`src/rtl/alu_mc.sv`:
```
// Multi-cycle Hack-compatible ALU with shift-add multiply, carry/overflow flags
// and a registered result behind valid/ready handshakes on both sides.
module alu_mc #(
    parameter int WIDTH  = 16,
    parameter bit MUL_EN = 1'b1
) (
    input  logic             clk,
    input  logic             reset,
    input  logic             in_valid,
    output logic             in_ready,
    input  logic [WIDTH-1:0] x,
    input  logic [WIDTH-1:0] y,
    input  logic             zx,
    input  logic             nx,
    input  logic             zy,
    input  logic             ny,
    input  logic             f,
    input  logic             no,
    input  logic             mul,
    output logic             out_valid,
    input  logic             out_ready,
    output logic [WIDTH-1:0] out,
    output logic             zr,
    output logic             ng,
    output logic             cy,
    output logic             ov
);

    localparam int CW = $clog2(WIDTH + 1);

    typedef enum logic [1:0] {S_IDLE, S_CALC, S_DONE} state_t;

    state_t           r_state;
    state_t           w_state_nxt;

    logic [WIDTH-1:0] r_mcand;
    logic [WIDTH-1:0] r_mplier;
    logic [WIDTH-1:0] r_acc;
    logic [CW-1:0]    r_cnt;
    logic             r_no;

    logic [WIDTH-1:0] w_x0;
    logic [WIDTH-1:0] w_y0;
    logic [WIDTH:0]   w_sum;
    logic [WIDTH-1:0] w_r;
    logic [WIDTH-1:0] w_hack_out;
    logic             w_hack_cy;
    logic             w_hack_ov;
    logic [WIDTH-1:0] w_acc_nxt;
    logic [WIDTH-1:0] w_mul_out;
    logic             w_mul;
    logic             w_accept;
    logic             w_last;

    function automatic logic [WIDTH-1:0] f_pre(input logic z, input logic n,
                                               input logic [WIDTH-1:0] v);
        logic [WIDTH-1:0] t;
        t = z ? '0 : v;
        return n ? ~t : t;
    endfunction

    // Operand preprocessing and single-cycle Hack datapath
    assign w_x0       = f_pre(zx, nx, x);
    assign w_y0       = f_pre(zy, ny, y);
    assign w_sum      = {1'b0, w_x0} + {1'b0, w_y0};
    assign w_r        = f ? w_sum[WIDTH-1:0] : (w_x0 & w_y0);
    assign w_hack_out = no ? ~w_r : w_r;
    assign w_hack_cy  = f & w_sum[WIDTH];
    assign w_hack_ov  = f & (w_x0[WIDTH-1] == w_y0[WIDTH-1])
                          & (w_sum[WIDTH-1] != w_x0[WIDTH-1]);

    assign w_mul     = mul & MUL_EN;
    assign w_accept  = in_valid & in_ready;
    assign w_acc_nxt = r_acc + (r_mplier[0] ? r_mcand : '0);
    assign w_mul_out = r_no ? ~w_acc_nxt : w_acc_nxt;
    // Final shift-add step also commits the result, so DONE follows it directly
    assign w_last    = (r_state == S_CALC) && (r_cnt == CW'(1));

    always_ff @(posedge clk) begin
        if (reset) begin
            r_state <= S_IDLE;
        end else begin
            r_state <= w_state_nxt;
        end
    end

    always_comb begin
        w_state_nxt = r_state;
        case (r_state)
            S_IDLE: begin
                if (in_valid) begin
                    w_state_nxt = w_mul ? S_CALC : S_DONE;
                end
            end
            S_CALC: begin
                if (r_cnt == CW'(1)) begin
                    w_state_nxt = S_DONE;
                end
            end
            S_DONE: begin
                if (out_ready) begin
                    if (in_valid) begin
                        w_state_nxt = w_mul ? S_CALC : S_DONE;
                    end else begin
                        w_state_nxt = S_IDLE;
                    end
                end
            end
            default: w_state_nxt = S_IDLE;
        endcase
    end

    always_comb begin
        in_ready  = (r_state == S_IDLE) || ((r_state == S_DONE) && out_ready);
        out_valid = (r_state == S_DONE);
    end

    // Multiplier working registers; state gates their use, so no reset needed
    always_ff @(posedge clk) begin
        if (w_accept && w_mul) begin
            r_mcand  <= w_x0;
            r_mplier <= w_y0;
            r_acc    <= '0;
            r_cnt    <= CW'(WIDTH);
            r_no     <= no;
        end else if (r_state == S_CALC) begin
            r_acc    <= w_acc_nxt;
            r_mcand  <= r_mcand << 1;
            r_mplier <= r_mplier >> 1;
            r_cnt    <= r_cnt - CW'(1);
        end
    end

    always_ff @(posedge clk) begin
        if (reset) begin
            out <= '0;
            zr  <= 1'b0;
            ng  <= 1'b0;
            cy  <= 1'b0;
            ov  <= 1'b0;
        end else if (w_accept && !w_mul) begin
            out <= w_hack_out;
            zr  <= ~|w_hack_out;
            ng  <= w_hack_out[WIDTH-1];
            cy  <= w_hack_cy;
            ov  <= w_hack_ov;
        end else if (w_last) begin
            out <= w_mul_out;
            zr  <= ~|w_mul_out;
            ng  <= w_mul_out[WIDTH-1];
            cy  <= 1'b0;
            ov  <= 1'b0;
        end
    end

endmodule

```
`config.mk`:
```
export PLATFORM = sky130hd
export DESIGN_NAME = alu_mc
export DESIGN_NICKNAME = d
export VERILOG_FILES = /design/src/rtl/alu_mc.sv
export SDC_FILE = /design/constraint.sdc
export NUM_CORES = 1
export LEC_CHECK = 0
export CAP_MARGIN = 0
export CORE_ASPECT_RATIO = 0.6
export CORE_MARGIN = 2
export CORE_UTILIZATION = 60
export DETAILED_ROUTE_END_ITERATION = 8
export PLACE_DENSITY_LB_ADDON = 0.15
export SLEW_MARGIN = 10
export SYNTH_ARGS = -nofsm -noshare
export SYNTH_HDL_FRONTEND = slang
export SYNTH_SLANG_ARGS = --single-unit
```
`constraint.sdc`:
```
create_clock -name clk -period 6.6 [get_ports clk]
set_clock_uncertainty 0.05 [all_clocks]
set_input_delay 0.66 -clock clk [delete_from_list [all_inputs] [get_ports clk]]
set_output_delay 0.66 -clock clk [all_outputs]
set_load 0.02 [all_outputs]
```
==> flow_summary.toml <==
[status]
status = "completed"

[global_route]
antenna_found_initial = 0
gr-max-usage-layer = "met1"
gr-total-overflow = 0
use_met2_pct = 43.3
grt_usage_pct = 33.4
met1_usage_pct = 54.5
grt_max_degree = 50
grtUsageMet3_pct = 7.57
grt_pass1_wl_um = 29100
first_global_vias = 5451

[critical_path]
worst_ep_arrival_time_ns = 5.37
required_ns = 6.81
criticalPathCategory = "in2reg"
startpoint_type = "input pin"
crit_path_end_kind = "register"
critical_path.max_fanout = 16

[timing]
hold_viol = 0
setup_slack_ns = 1.44
fin_crit_ns = 5.16
fmaxAchievable_mhz = 194
setup-tns-final_ns = 0
drv_slew = 0
tightest_slew_ns = 1.22
slew_headroom_pct = 18.8
grt_setup_unrepaired = "no"
setup_viol = 0
period_share_pct = 78.2

[power]
p_leak_nw = 2.84
power_mw = 2.11
peakVddDrop_uv = 164
p_per_area_nw_per_um2 = 290

[route]
via_count = 5931
drt-total-wl_um = 18500
first_pass_iters = 6
first_iter_violations = 810
detail-route-antenna-nets = 0
drt-vias-per-instance = 6.32
post_drt_wl_per_cell_um = 19.8
drc = 0

[clock_network]
cts_tree = "yes"
clock-sinks = 75
cts-root-buf = "clkbuf_16"
ctsHoldBuffers = 0
htree_levels = 3
cts_buffer_depth = 2
cts_setup_buffers = 0
cts_resized = 0
numCtsBuffers = 9
clkLatencyLatePin_ns = 0.33
path_clk_slew_ns = 0.06

[synth]
ys_warn_count = 0
netlist_area_um2 = 6240
synth.distinct_cells = 76
synth_seq_area_share_pct = 29.3
synthFlopType = "dfxtp_1"
syn_nets = 834
avgSynthCellArea_um2 = 8.26
netlist_instances = 756
async_flop_share_pct = 0
synth_edf_count = 33
ys_ff_latch = 75

[floorplan]
row_count = 28
die_x_um = 136
start_util_pct = 62.5
fp.coreArea_um2 = 9980
chipHeight_um = 83.0
io_pins = 65
dieArea_um2 = 11300

[placement]
place_ws_ns = 1.18
placed_area_um2 = 6950
routabilityCongestion = 0.947
dpl.hpwl_um = 14200
portBuffers = 64

[min_path]
hold_class = "reg2reg"

[final_layout]
nNetsFinal = 876
n_fill_cell = 758
n_antenna_cell = 0
area_growth_pct = 16.4
final_area_um2 = 7270
drive_gt1_share_pct = 5.85
fin_util_pct = 72.8

[flow_run]
maxCapViolations = 0
sequential cells by signal (all words and copies together), names as in the netlist:
register  flops
ov            1
out          16
r_state       2
r_no          1
r_mplier     16
r_mcand      16
r_acc        16
zr            1
r_cnt         5
cy            1
metal layers:
metal / vias up / wire (um)
met5: - / 0
met4: 0 / 401
met3: 43 / 2330
met2: 359 / 7110
met1: 2776 / 8710
li1: 2753 / -
worst max-delay path: stages:
cell	delay [ns]
clkdlybuf4s50_1	0.63
nand2b_1	0.27
xnor2_1	0.34
ha_1	0.31
inv_1	0.08
fa_1	0.46
nor4_4	0.43
nor4_4	0.12
nor4_1	0.31
a211oi_1	0.14
or4b_1	0.57
a2111oi_0	0.39
or4b_1	0.49
o211ai_2	0.16
area by class of cell:
type | instances | area (um2) | area share [%]
sequential | 75 | 1830 | 25.2
clock buffer | 9 | 225 | 3.10
clock inverter | 7 | 90.1 | 1.24
timing repair buffer | 73 | 708 | 9.75
tap | 135 | 169 | 2.32
inverter | 23 | 86.3 | 1.19
multi-input combinational | 616 | 4160 | 57.2
final timing paths:
| path | start | to | slack [ns] | cells past startpoint |
|---|---|---|---|---|
| worst max-delay path | zy | zr | 1.44 | 14 |
| worst min-delay path | out[14] | out[14] | 0.41 | 2 |
| worst max register to register | r_mplier[0] | zr | 2.14 | 14 |
| worst min register to register | out[14] | out[14] | 0.41 | 2 |
Yosys cell counts (all sizes together) (4+ instances only):
cell | count | area (um2)
xnor2 | 60 | 578
nor4 | 8 | 86.3
o211ai | 10 | 80.1
nand3b | 6 | 45.0
dfxtp | 42 | 841
o21ai | 30 | 150
xor2 | 33 | 289
clkbuf | 31 | 116
a211oi | 7 | 52.6
a22o | 6 | 52.6
ha | 33 | 413
a221oi | 7 | 67.6
and2 | 20 | 125
nor3 | 19 | 95.1
a31oi | 7 | 43.8
buf | 11 | 52.6
a21o | 8 | 60.1
inv | 23 | 86.3
nand2b | 22 | 148
nor2b | 21 | 134
a2111oi | 6 | 52.6
edfxtp | 33 | 991
nand2 | 59 | 221
nor2 | 115 | 432
a21oi | 31 | 155
nor3b | 6 | 50.1
o21a | 6 | 45.0
nand3 | 27 | 135
or4b | 4 | 40.0
a22oi | 5 | 37.5
or2 | 4 | 25.0
kinds of logic (layout without fill, tap and decap cells):
logic type	count (synthesis)	after routing	share of synthesized area (%)
AND/OR/NAND/NOR	331	331	27.2
AO/OA/AOI/OAI	153	153	17.2
XOR/XNOR	95	95	14.6
flip-flops	75	75	29.3
buffers and inverters	65	112	4.09
adder cells (fa/ha/maj)	35	35	7.26
multiplexers	2	2	0.321
cells in the final DEF, fill, tap and decap left out, drive strengths merged, types with 4 or more instances in the layout:
| cell | instances |
|---|---|
| a21oi | 31 |
| o21a | 6 |
| a22oi | 5 |
| and2 | 20 |
| buf | 9 |
| nand3b | 6 |
| nor3b | 6 |
| o21ai | 30 |
| o211ai | 10 |
| nand3 | 27 |
| a21o | 8 |
| inv | 24 |
| a22o | 6 |
| nor2b | 21 |
| nor2 | 115 |
| nor4 | 8 |
| a31oi | 7 |
| xor2 | 33 |
| dfxtp | 42 |
| a221oi | 7 |
| a2111oi | 6 |
| nand2 | 59 |
| clkbuf | 9 |
| a211oi | 7 |
| or4b | 4 |
| ha | 33 |
| edfxtp | 33 |
| clkdlybuf4s50 | 64 |
| or2 | 4 |
| xnor2 | 60 |
| nor3 | 19 |
| nand2b | 22 |
where the power goes:
part	internal (mW)	switching, mW	total (mW)
logic	0.379	0.572	0.951
clock network	0.330	0.198	0.528
registers	0.574	0.0521	0.626
total	1.28	0.823	2.11
through the flow:
step	hold WS, ns	cells
final	0.407	938
after global routing	0.422	938
after CTS	0.411	938
after detailed placement	0.399	922
after global placement	0.395	922
after floorplan	0.382	756
Power figures use the tool's default switching activity.
